===== config.mk =====
export PLATFORM = sky130hd
export DESIGN_NAME = fun_arbiter
export DESIGN_NICKNAME = d
export VERILOG_FILES = /design/src/rtl/fun_arbiter.sv
export SDC_FILE = /design/constraint.sdc
export NUM_CORES = 1
export LEC_CHECK = 0
export CAP_MARGIN = 20
export CORE_MARGIN = 4
export CORE_UTILIZATION = 49
export DETAILED_ROUTE_END_ITERATION = 10
export GPL_ROUTABILITY_DRIVEN = 1
export GPL_TIMING_DRIVEN = 0
export PLACE_DENSITY = 0.83
export REMOVE_ABC_BUFFERS = 1
export SLEW_MARGIN = 25
export SYNTH_ARGS = -nofsm -noshare
export SYNTH_HDL_FRONTEND = slang
export SYNTH_SLANG_ARGS = --single-unit
export TNS_END_PERCENT = 5

===== constraint.sdc =====
create_clock -name clk_i -period 2.4 [get_ports clk_i]
set_input_delay 0.48 -clock clk_i [delete_from_list [all_inputs] [get_ports clk_i]]
set_output_delay 0.48 -clock clk_i [all_outputs]
set_load 0.03 [all_outputs]

===== src/rtl/fun_arbiter.sv =====
// ============================================================================
//  Module      : fun_arbiter
//  Description : Round-robin sharing of one cbrt(a)+sqrt(b) engine among
//                N_REQ requesters, each with a private result register.
//  Revision    : 1.0 - initial release
// ============================================================================
`default_nettype none

module fun_arbiter #(
   parameter int N_REQ = 4,
   parameter int W     = 8
) (
   input  logic               clk_i,
   input  logic               rst_i,
   input  logic [N_REQ-1:0]   start_i,
   input  logic [N_REQ*W-1:0] a_bi,
   input  logic [N_REQ*W-1:0] b_bi,
   output logic [N_REQ-1:0]   busy_o,
   output logic [N_REQ-1:0]   done_o,
   output logic [N_REQ*W-1:0] y_bo,
   output logic               eng_start_o,
   output logic [W-1:0]       eng_a_bo,
   output logic [W-1:0]       eng_b_bo,
   input  logic               eng_busy_i,
   input  logic [W-1:0]       eng_y_bi
);

   localparam int c_PTR_W = $clog2(N_REQ);

   typedef enum logic [1:0] {
      ST_IDLE = 2'd0,
      ST_RUN  = 2'd1,
      ST_DONE = 2'd2
   } state_t;

   state_t                     r_state;
   state_t                     w_state_nxt;
   logic [N_REQ-1:0]           r_pending;
   logic [N_REQ-1:0][W-1:0]    r_op_a;
   logic [N_REQ-1:0][W-1:0]    r_op_b;
   logic [N_REQ-1:0][W-1:0]    r_y;
   logic [N_REQ-1:0]           r_done;
   logic [c_PTR_W-1:0]         r_ptr;
   logic [c_PTR_W-1:0]         r_grant;
   logic                       r_eng_start;
   logic [W-1:0]               r_eng_a;
   logic [W-1:0]               r_eng_b;

   logic                       w_found;
   logic [c_PTR_W-1:0]         w_win;
   logic [c_PTR_W-1:0]         w_cand;
   logic                       w_issue;
   logic                       w_finish;
   logic                       w_inflight;

   // Modular add that stays correct for non-power-of-two N_REQ.
   function automatic logic [c_PTR_W-1:0] f_wrap(input logic [c_PTR_W-1:0] base,
                                                 input int off);
      int s;
      s = int'(base) + off;
      if (s >= N_REQ)
         s = s - N_REQ;
      return c_PTR_W'(s);
   endfunction

   // Search starts just after the last winner so every requester gets a turn.
   always_comb begin
      w_found = 1'b0;
      w_win   = '0;
      w_cand  = '0;
      for (int off = 1; off <= N_REQ; off++) begin
         w_cand = f_wrap(r_ptr, off);
         if (!w_found && r_pending[w_cand]) begin
            w_found = 1'b1;
            w_win   = w_cand;
         end
      end
   end

   always_ff @(posedge clk_i or negedge rst_i) begin
      if (!rst_i)
         r_state <= ST_IDLE;
      else
         r_state <= w_state_nxt;
   end

   always_comb begin
      w_state_nxt = r_state;
      w_issue     = 1'b0;
      w_finish    = 1'b0;
      case (r_state)
         ST_IDLE: begin
            if (w_found && !eng_busy_i) begin
               w_issue     = 1'b1;
               w_state_nxt = ST_RUN;
            end
         end
         ST_RUN: begin
            // Engine busy is meaningless until it has sampled our start strobe.
            if (!r_eng_start && !eng_busy_i)
               w_state_nxt = ST_DONE;
         end
         ST_DONE: begin
            w_finish    = 1'b1;
            w_state_nxt = ST_IDLE;
         end
         default: w_state_nxt = ST_IDLE;
      endcase
   end

   assign w_inflight = (r_state != ST_IDLE);

   generate
      for (genvar i = 0; i < N_REQ; i++) begin : g_busy
         assign busy_o[i] = r_pending[i] | (w_inflight && (r_grant == c_PTR_W'(i)));
      end
   endgenerate

   always_ff @(posedge clk_i or negedge rst_i) begin
      if (!rst_i) begin
         r_pending   <= '0;
         r_op_a      <= '0;
         r_op_b      <= '0;
         r_y         <= '0;
         r_done      <= '0;
         r_ptr       <= c_PTR_W'(N_REQ - 1);
         r_grant     <= '0;
         r_eng_start <= 1'b0;
         r_eng_a     <= '0;
         r_eng_b     <= '0;
      end else begin
         r_done      <= '0;
         r_eng_start <= w_issue;
         for (int i = 0; i < N_REQ; i++) begin
            if (start_i[i] && !busy_o[i]) begin
               r_pending[i] <= 1'b1;
               r_op_a[i]    <= a_bi[i*W +: W];
               r_op_b[i]    <= b_bi[i*W +: W];
            end
         end
         if (w_issue) begin
            r_ptr            <= w_win;
            r_grant          <= w_win;
            r_pending[w_win] <= 1'b0;
            r_eng_a          <= r_op_a[w_win];
            r_eng_b          <= r_op_b[w_win];
         end
         if (w_finish) begin
            r_y[r_grant]    <= eng_y_bi;
            r_done[r_grant] <= 1'b1;
            r_eng_a         <= '0;
            r_eng_b         <= '0;
         end
      end
   end

   assign done_o      = r_done;
   assign y_bo        = r_y;
   assign eng_start_o = r_eng_start;
   assign eng_a_bo    = r_eng_a;
   assign eng_b_bo    = r_eng_b;

endmodule

`default_nettype wire


==> results of run 1 <==
synthesized netlist by cell type, types with 2 or more instances:
library cell	count	share of area [%]
nor2_1	9	0.62
dfstp_2	2	0.96
nand2b_1	3	0.34
nand3b_1	3	0.41
a22oi_1	2	0.28
mux2i_1	17	3.1
mux2_1	9	1.9
buf_6	7	1.4
nor3_1	2	0.18
mux2_2	103	21
nand2_1	10	0.69
nor2b_1	2	0.23
nand3_1	31	2.8
inv_1	11	0.76
buf_2	9	0.83
o21ai_0	5	0.46
a221o_1	16	2.9
dfrtp_1	125	57
a21oi_1	3	0.28
nor3b_1	2	0.28
clkbuf_1	4	0.28
through the flow:
step / total power [mW] / worst slack, ns / std cells / utilization (%) / cell area (um^2)
CTS: 11.6 / 0.0231 / 681 / 69.8 / 7570
detailed placement: 9.00 / -0.366 / 650 / 64.2 / 6960
global placement: 8.53 / -3.88 / 645 / 62.9 / 6820
finish: 11.6 / 0.0536 / 681 / 69.9 / 7580
floorplan: 6.90 / -0.0850 / 370 / - / 5290
global route: 12.2 / -0.0335 / 681 / 69.9 / 7580
logic make-up after synthesis:
kind of cell    count (synthesis)
flops                         127
simple gates                   68
compound gates                 34
buf+inv                        33
mux                           129
what timing repair did:
| item | 4_1_cts | 5_1_grt |
|---|---|---|
| pin swaps | 0 | 1 |
| resized for setup | 8 | 7 |
| hold endpoints to repair | 59 | 0 |
| endpoints found under the setup margin | 20 | 7 |
| setup buffers | 1 | 0 |
| hold buffers | 1 | 0 |
worst min-delay path by stage:
| stage | startpoint | endpoint | slack (ns) | cells after the start |
|---|---|---|---|---|
| 2_1_floorplan | rst_i | done_o[0] | 0.18 | 0 |
| 3_3_place_gp | eng_start_o | r_state[1] | 0.45 | 1 |
| 3_5_place_dp | rst_i | y_bo[1] | 0.44 | 1 |
| 4_1_cts | rst_i | y_bo[1] | 0.49 | 2 |
| 5_1_grt | r_op_b[4] | r_op_b[4] | 0.51 | 1 |
| 6_report | rst_i | y_bo[1] | 0.48 | 2 |
state kept, by name, summed over array words and instances (netlist names):
register,count
r_state,2
r_op_b,32
eng_start_o,1
r_ptr,2
r_grant,2
r_op_a,32
eng_b_bo,8
eng_a_bo,8
r_pending,4
y_bo,32
done_o,4
routing by layer:
| metal | track usage, % | vias to the layer above |
|---|---|---|
| met1 | 27.1 | 1895 |
| met3 | 6.31 | 32 |
| met2 | 38.4 | 92 |
| li1 | - | 1688 |
| met4 | 10.6 | 0 |
| met5 | 0 | - |
power groups by stage:
stage          Clock, mW  Sequential [mW]  Combinational [mW]
6_report            2.54             3.84                5.21
5_1_grt             2.68             3.96                5.53
4_1_cts             2.56             3.82                5.22
3_5_place_dp           0             3.83                5.17
3_3_place_gp           0             3.75                4.78
2_1_floorplan          0             4.45                2.46
worst max-delay path, cell delays in order (launching register included):
cell,delay (ns)
dfrtp_1,0.43
inv_1,0.15
o31ai_2,0.39
clkdlybuf4s15_2,0.37
final cells by class:
| class | count | area, um^2 |
|---|---|---|
| clock inverters | 7 | 110 |
| well taps | 140 | 175 |
| repair buffers | 142 | 1470 |
| multi-input cells | 231 | 2120 |
| fillers | 779 | 3260 |
| flip-flops and latches | 127 | 3180 |
| clock buffers | 22 | 473 |
| inverters | 12 | 45.0 |
==> impl_metrics.env, run 1 <==
export IMPL_status="finished clean"
export IMPL_gr_total_overflow=0
export IMPL_synth_cell_types=37
export IMPL_hold_slack_ns=0.479
export IMPL_tightestPinTransition_ns=0.973
export IMPL_hold_class="in -> async"
export IMPL_synth_area_um2=5450
export IMPL_clkSinkCount=127
export IMPL_grt_pass1_wl_um=22400
export IMPL_synth_top_family_by_area="multiplexers"
export IMPL_die_area_um2=12900
export IMPL_met2WireLength_um=7260
export IMPL_gp_congestion=0.747
export IMPL_hold_violations=0
export IMPL_initial_core_util_pct=50.3
export IMPL_dr_wl_met3_um=567
export IMPL_fin_nets=610
export IMPL_maxCapViolations=0
export IMPL_pwr_share_comb_pct=44.9
export IMPL_ctsRootBufferMaster="clkbuf_8"
export IMPL_final_common_cell="clkdlybuf4s50_1"
export IMPL_pwr_density_cell_nw_per_um2=1530
export IMPL_wl_met1_um=5580
export IMPL_dr_first_iter_drc_count=170
export IMPL_syn_inst=391
export IMPL_grt_antenna_before_repair=0
export IMPL_wire_per_inst_um=20.3
export IMPL_boundaryPins=136
export IMPL_reg2reg_setup_slack_ns=0.09
export IMPL_core_area_um2=10800
export IMPL_synth_simple_gate_area_share_pct=6.43
export IMPL_max_slew_margin_pct=35.0
export IMPL_synth_mux_area_share_pct=26.3
export IMPL_dpl_hpwl_um=9270
export IMPL_internal_power_mw=7.42
export IMPL_cp_endpoint="busy_o[1]"
export IMPL_port_buffers=135
export IMPL_path_clk_slew_ns=0.06
export IMPL_synth_seq_cells=127
export IMPL_vdd_drop_max_uv=944
export IMPL_final_setup_tns_ns=0
export IMPL_rows=38
export IMPL_finalSetupViolations=0
export IMPL_htreeDepth=4
export IMPL_yosysSeqAreaShare_pct=58.4
export IMPL_clk_path_buf_depth=2
export IMPL_clkLatencyLatePin_ns=0.52
export IMPL_synth_adder_area_share_pct=0
export IMPL_fin_crit_sh_pct=97.8
export IMPL_r2r_start="r_ptr[1]"
export IMPL_synth_async_sr_flop_share_pct=100
export IMPL_fmax_ghz=0.426
export IMPL_drt_total_wl_um=13900
export IMPL_final_layout_size_suffix_gt1_share_pct=29.0
export IMPL_critical_path_max_fanout=5
export IMPL_fp_dieH_um=113
export IMPL_crit_path_start="r_grant[0]"
export IMPL_chipWidth_um=113
export IMPL_dr_max_layer_used="met4"
export IMPL_firstDrtPassIters=4
export IMPL_drc=0
export IMPL_ant_nets=0
export IMPL_rsz0062_at_grt="true"
export IMPL_synth_edf_count=0
export IMPL_pwr_share_clk_pct=21.9
export IMPL_grt_pass1_vias=4221
export IMPL_synth_xor_area_share_pct=0
export IMPL_r2r_cells=7
export IMPL_finalMaxSlewViolations=0
export IMPL_grt_max_degree=69
export IMPL_grt_usage_pct=22.8
export IMPL_vias=3707
export IMPL_min_period_ns=2.35
export IMPL_power_net_switching_mw=4.17
export IMPL_cts_buffers=17
export IMPL_yosysWarningCount=0
export IMPL_r2r_end="eng_b_bo[5]"
export IMPL_seqPwrFrac_pct=33.2
export IMPL_synth_compound_area_share_pct=5.26
export IMPL_viasPerCell=5.44
export IMPL_critPathRequiredTime_ns=1.92
export IMPL_critical_path_class="reg -> out"
export IMPL_antenna_cells=0
export IMPL_cts_tree="built"
export IMPL_syn_to_final_growth_pct=39.1
export IMPL_p_leak_nw=3.23
export IMPL_startpoint_type="flop"
export IMPL_fin_skew_ns=0.00613
export IMPL_syn_avg_cell_area_um2=13.9
export IMPL_mostFrequentLayoutCells="130 x clkdlybuf4s50_1, 124 x dfrtp_1, 103 x mux2_2"
export IMPL_swShare_pct=36.0
export IMPL_synth_main_ff_cell="dfrtp_1"
export IMPL_cp_data_arrival_time_ns=1.87
export IMPL_end_kind="primary output"
(Power assumes the default switching activity.)
==> run 2: changes to the inputs <==
--- a/config.mk
+++ b/config.mk
@@ -7,11 +7,11 @@
 export LEC_CHECK = 0
 export CAP_MARGIN = 20
 export CORE_MARGIN = 4
-export CORE_UTILIZATION = 49
+export CORE_UTILIZATION = 35
 export DETAILED_ROUTE_END_ITERATION = 10
 export GPL_ROUTABILITY_DRIVEN = 1
 export GPL_TIMING_DRIVEN = 0
-export PLACE_DENSITY = 0.83
+export PLACE_DENSITY = 0.63
 export REMOVE_ABC_BUFFERS = 1
 export SLEW_MARGIN = 25
 export SYNTH_ARGS = -nofsm -noshare
==> impl_metrics.env, run 2 (same netlist as run 1, synthesis figures left out) <==
export IMPL_failed_checks="hold timing"
export IMPL_viasPerCell=5.02
export IMPL_vias=3678
export IMPL_grt_usage_pct=16.6
export IMPL_fin_crit_sh_pct=95.5
export IMPL_p_leak_nw=3.25
export IMPL_critical_path_class="reg -> reg"
export IMPL_status="finished with violations"
export IMPL_max_slew_margin_pct=35.4
export IMPL_dr_first_iter_drc_count=209
export IMPL_final_layout_size_suffix_gt1_share_pct=28.1
export IMPL_final_common_cell="clkdlybuf4s50_1"
export IMPL_fin_cells=732
export IMPL_clkLatencyLatePin_ns=0.41
export IMPL_grt_antenna_before_repair=0
export IMPL_hold_violations=2
export IMPL_rsz0062_at_grt="true"
export IMPL_fillers=1344
export IMPL_drc=0
export IMPL_p_total_mw=11.6
export IMPL_antenna_cells=0
export IMPL_end_kind="flop"
export IMPL_htreeDepth=4
export IMPL_fin_nets=612
export IMPL_design_area_um2=7670
export IMPL_cpPeakStageDelay_ns=0.60
export IMPL_fmax_ghz=0.436
export IMPL_initial_core_util_pct=35.8
export IMPL_dpl_hpwl_um=9450
export IMPL_fp_dieH_um=133
export IMPL_cts_tree="built"
export IMPL_chipWidth_um=133
export IMPL_place_area_um2=7040
export IMPL_mostFrequentLayoutCells="130 x clkdlybuf4s50_1, 125 x dfrtp_1, 103 x mux2_2"
export IMPL_die_area_um2=17600
export IMPL_hold_class="in -> async"
export IMPL_r2r_cells=6
export IMPL_slowest_stage="dfstp_2"
export IMPL_multi_input_comb_area_um2=2120
export IMPL_cp_data_arrival_time_ns=2.57
export IMPL_pwr_density_cell_nw_per_um2=1520
export IMPL_critical_path_max_fanout=16
export IMPL_vdd_drop_max_uv=541
export IMPL_rows=45
export IMPL_grt_pass1_vias=4083
export IMPL_port_buffers=135
export IMPL_startpoint_type="flop"
export IMPL_wire_per_inst_um=19.1
export IMPL_syn_to_final_growth_pct=40.8
export IMPL_cts_buffers=17
export IMPL_place_ws_ns=-0.478
export IMPL_min_period_ns=2.29
export IMPL_boundaryPins=136
export IMPL_finalMaxSlewViolations=0
export IMPL_clk_path_buf_depth=2
export IMPL_gr_total_overflow=0
export IMPL_critPathRequiredTime_ns=2.68
export IMPL_core_area_um2=15200
export IMPL_regArea_um2=3180
export IMPL_dp_cells=700
export IMPL_tightestPinTransition_ns=0.967
export IMPL_grt_pass1_wl_um=22400
export IMPL_fin_ws_ns=0.108
export IMPL_finalSetupViolations=0
export IMPL_drt_total_wl_um=14000
export IMPL_maxCapViolations=0
export IMPL_path_clk_slew_ns=0.05
export IMPL_grt_max_degree=68
export IMPL_ctsRootBufferMaster="clkbuf_16"
export IMPL_firstDrtPassIters=4
export IMPL_hold_slack_ns=-0.00246
export IMPL_cts_hold_buf=0
export IMPL_ant_nets=0
export IMPL_gp_congestion=0.754
export IMPL_clkSinkCount=127
export IMPL_crit_chain="mux2i_1 -> o22ai_1 -> a21oi_4 -> buf_16 -> mux2_2 -> a221o_1"
export IMPL_fin_skew_ns=0.00863
[run 2: repair_timing]
item / in CTS / in global routing
gates resized for setup: 6 / 3
setup buffers: 0 / 1
hold endpoints to repair: 0 / 0
pin swaps: 0 / 2
gates cloned: 0 / 1
setup endpoints to repair: 20 / 17
[run 2: final cells by class]
type / instances / share of cell area (%)
Sequential cell: 127 / 41.5
Multi-Input combinational cell: 232 / 27.6
Timing Repair Buffer: 143 / 19.6
Clock buffer: 23 / 6.23
Tap cell: 188 / 3.07
Clock inverter: 7 / 1.44
Inverter: 12 / 0.620
[run 2: final timing paths]
check,start,end,slack [ns]
worst max-delay path,r_ptr[1],eng_b_bo[3],0.11
worst min-delay path,rst_i,r_op_b[9],-0.002
worst max register to register,r_ptr[1],eng_b_bo[3],0.11
worst min register to register,eng_start_o,r_state[1],0.47
max in group asynchronous,rst_i,r_ptr[0],1.69
min in group clk_i,eng_start_o,r_state[1],0.47
[run 2: per-stage QoR]
step                      TNS [ns]  util, %
after floorplan              -1.33        -
after global placement     -545.98     45.3
after detailed placement     -7.44     46.3
after CTS                        0     50.2
after global routing       -0.0150     50.5
final                            0     50.5
[run 2: critical path: cells and delay by family, from the launching register on]
kind / cells / cell delay, ns
AOI/OAI and AO/OA: 3 / 0.80
muxes: 2 / 0.55
DFF: 1 / 0.60
buffers and inverters: 1 / 0.22
[run 2: report_power, final]
| group | switching [mW] | internal [mW] | total [mW] |
|---|---|---|---|
| sequential | 0.601 | 3.20 | 3.80 |
| clock | 0.868 | 1.70 | 2.56 |
| combinational | 2.69 | 2.59 | 5.28 |
[run 2: metal layers]
layer / wire [um] / global-route usage, %
met5: 0 / 0
met4: 207 / 6.76
met3: 733 / 4.60
met2: 6900 / 26.9
met1: 6150 / 21.1
==> run 3: changes to the inputs <==
--- a/config.mk
+++ b/config.mk
@@ -7,11 +7,12 @@
 export LEC_CHECK = 0
 export CAP_MARGIN = 20
 export CORE_MARGIN = 4
-export CORE_UTILIZATION = 35
+export CORE_UTILIZATION = 49
 export DETAILED_ROUTE_END_ITERATION = 10
 export GPL_ROUTABILITY_DRIVEN = 1
 export GPL_TIMING_DRIVEN = 0
-export PLACE_DENSITY = 0.63
+export MAX_ROUTING_LAYER = met4
+export PLACE_DENSITY = 0.83
 export REMOVE_ABC_BUFFERS = 1
 export SLEW_MARGIN = 25
 export SYNTH_ARGS = -nofsm -noshare
==> impl_metrics.env, run 3 (same netlist as run 1, synthesis figures left out) <==
export IMPL_dpl_hpwl_um=9270
export IMPL_fmax_ghz=0.427
export IMPL_grt_usage_pct=23.5
export IMPL_critPathRequiredTime_ns=1.92
export IMPL_initial_core_util_pct=50.3
export IMPL_core_area_um2=10800
export IMPL_fillers=779
export IMPL_vias=3754
export IMPL_rsz0062_at_grt="true"
export IMPL_cts_tree="built"
export IMPL_max_slew_margin_pct=35.2
export IMPL_gr_total_overflow=0
export IMPL_grt_pass1_vias=4217
export IMPL_syn_to_final_growth_pct=39.1
export IMPL_fp_dieH_um=113
export IMPL_tightestPinTransition_ns=0.970
export IMPL_p_leak_nw=3.23
export IMPL_min_period_ns=2.34
export IMPL_gp_congestion=0.757
export IMPL_clkLatencyLatePin_ns=0.52
export IMPL_clk_path_buf_depth=2
export IMPL_end_kind="primary output"
export IMPL_die_area_um2=12900
export IMPL_port_buffers=135
export IMPL_design_area_um2=7580
export IMPL_boundaryPins=136
export IMPL_dr_first_iter_drc_count=184
export IMPL_hold_violations=0
export IMPL_drc=0
export IMPL_cts_buffers=17
export IMPL_final_common_cell="clkdlybuf4s50_1"
export IMPL_finalMaxSlewViolations=0
export IMPL_ant_nets=0
export IMPL_mostFrequentLayoutCells="130 x clkdlybuf4s50_1, 124 x dfrtp_1, 103 x mux2_2"
export IMPL_ctsRootBufferMaster="clkbuf_8"
export IMPL_cp_data_arrival_time_ns=1.86
export IMPL_pwr_density_cell_nw_per_um2=1530
export IMPL_fin_skew_ns=0.0128
export IMPL_vdd_drop_max_uv=942
export IMPL_clkSinkCount=127
export IMPL_hold_class="in -> async"
export IMPL_critical_path_class="reg -> out"
export IMPL_antenna_cells=0
export IMPL_maxCapViolations=0
export IMPL_critical_path_max_fanout=5
export IMPL_chipWidth_um=113
export IMPL_grt_pass1_wl_um=22400
export IMPL_firstDrtPassIters=5
export IMPL_fin_ws_ns=0.0564
export IMPL_htreeDepth=4
export IMPL_place_ws_ns=-0.366
export IMPL_fin_crit_sh_pct=97.6
export IMPL_fin_nets=610
export IMPL_viasPerCell=5.51
export IMPL_place_area_um2=6960
export IMPL_grt_antenna_before_repair=0
export IMPL_path_clk_slew_ns=0.06
export IMPL_grt_max_degree=69
export IMPL_finalSetupViolations=0
export IMPL_status="finished clean"
export IMPL_startpoint_type="flop"
export IMPL_wire_per_inst_um=20.3
export IMPL_final_layout_size_suffix_gt1_share_pct=29.0
export IMPL_drt_total_wl_um=13800
export IMPL_rows=38
run 3: power by group:
group / internal (mW) / switching (mW)
Combinational: 2.56 / 2.64
Sequential: 3.20 / 0.644
Clock: 1.67 / 0.872
Total: 7.42 / 4.15
run 3: path summary, 6_finish.rpt:
| path | start | end | slack, ns | cells after the start |
|---|---|---|---|---|
| max reg2reg | r_ptr[1] | eng_b_bo[5] | 0.10 | 7 |
| max | r_grant[0] | busy_o[1] | 0.06 | 3 |
| max in group asynchronous | rst_i | r_ptr[0] | 1.22 | 3 |
| min reg2reg | eng_start_o | r_state[1] | 0.49 | 1 |
| min | rst_i | y_bo[23] | 0.48 | 2 |
| min in group clk_i | eng_start_o | r_state[1] | 0.49 | 1 |
run 3: final cells by class:
cell class	count	area [um^2]	share of cell area, %
Tap cell	140	175	2.31
Timing Repair Buffer	142	1470	19.4
Inverter	12	45.0	0.594
Multi-Input combinational cell	231	2120	28.0
Clock inverter	7	110	1.45
Clock buffer	22	473	6.24
Sequential cell	127	3180	42.0
run 3: worst max-delay path: stages (launching register included):
cell and delay, ns:
dfrtp_1 0.43, inv_1 0.15, o31ai_2 0.39, clkdlybuf4s15_2 0.37
run 3: layer usage:
layer | vias to the layer above | GRT usage (%) | routed length, um
li1 | 1695 | - | -
met1 | 1909 | 27.0 | 5410
met2 | 116 | 38.7 | 7300
met3 | 34 | 5.78 | 647
met4 | 0 | 11.1 | 452
met5 | - | - | 0
run 3: stage by stage:
step | instances | power [mW] | setup TNS, ns | util [%] | hold slack (ns)
after floorplan | 370 | 6.90 | -1.33 | - | 0.184
after global placement | 645 | 8.53 | -516.31 | 62.9 | 0.451
after detailed placement | 650 | 9.00 | -5.60 | 64.2 | 0.439
after CTS | 681 | 11.6 | 0 | 69.8 | 0.487
after global routing | 681 | 12.2 | -0.0325 | 69.9 | 0.512
final | 681 | 11.6 | 0 | 69.9 | 0.485
run 3: what timing repair did:
| item | in CTS | in global routing |
|---|---|---|
| setup buffers | 1 | 0 |
| endpoints found under the setup margin | 20 | 7 |
| pin swaps | 0 | 1 |
| resized for setup | 8 | 7 |
| endpoints found under the hold margin | 59 | 0 |
| hold buffers | 1 | 0 |
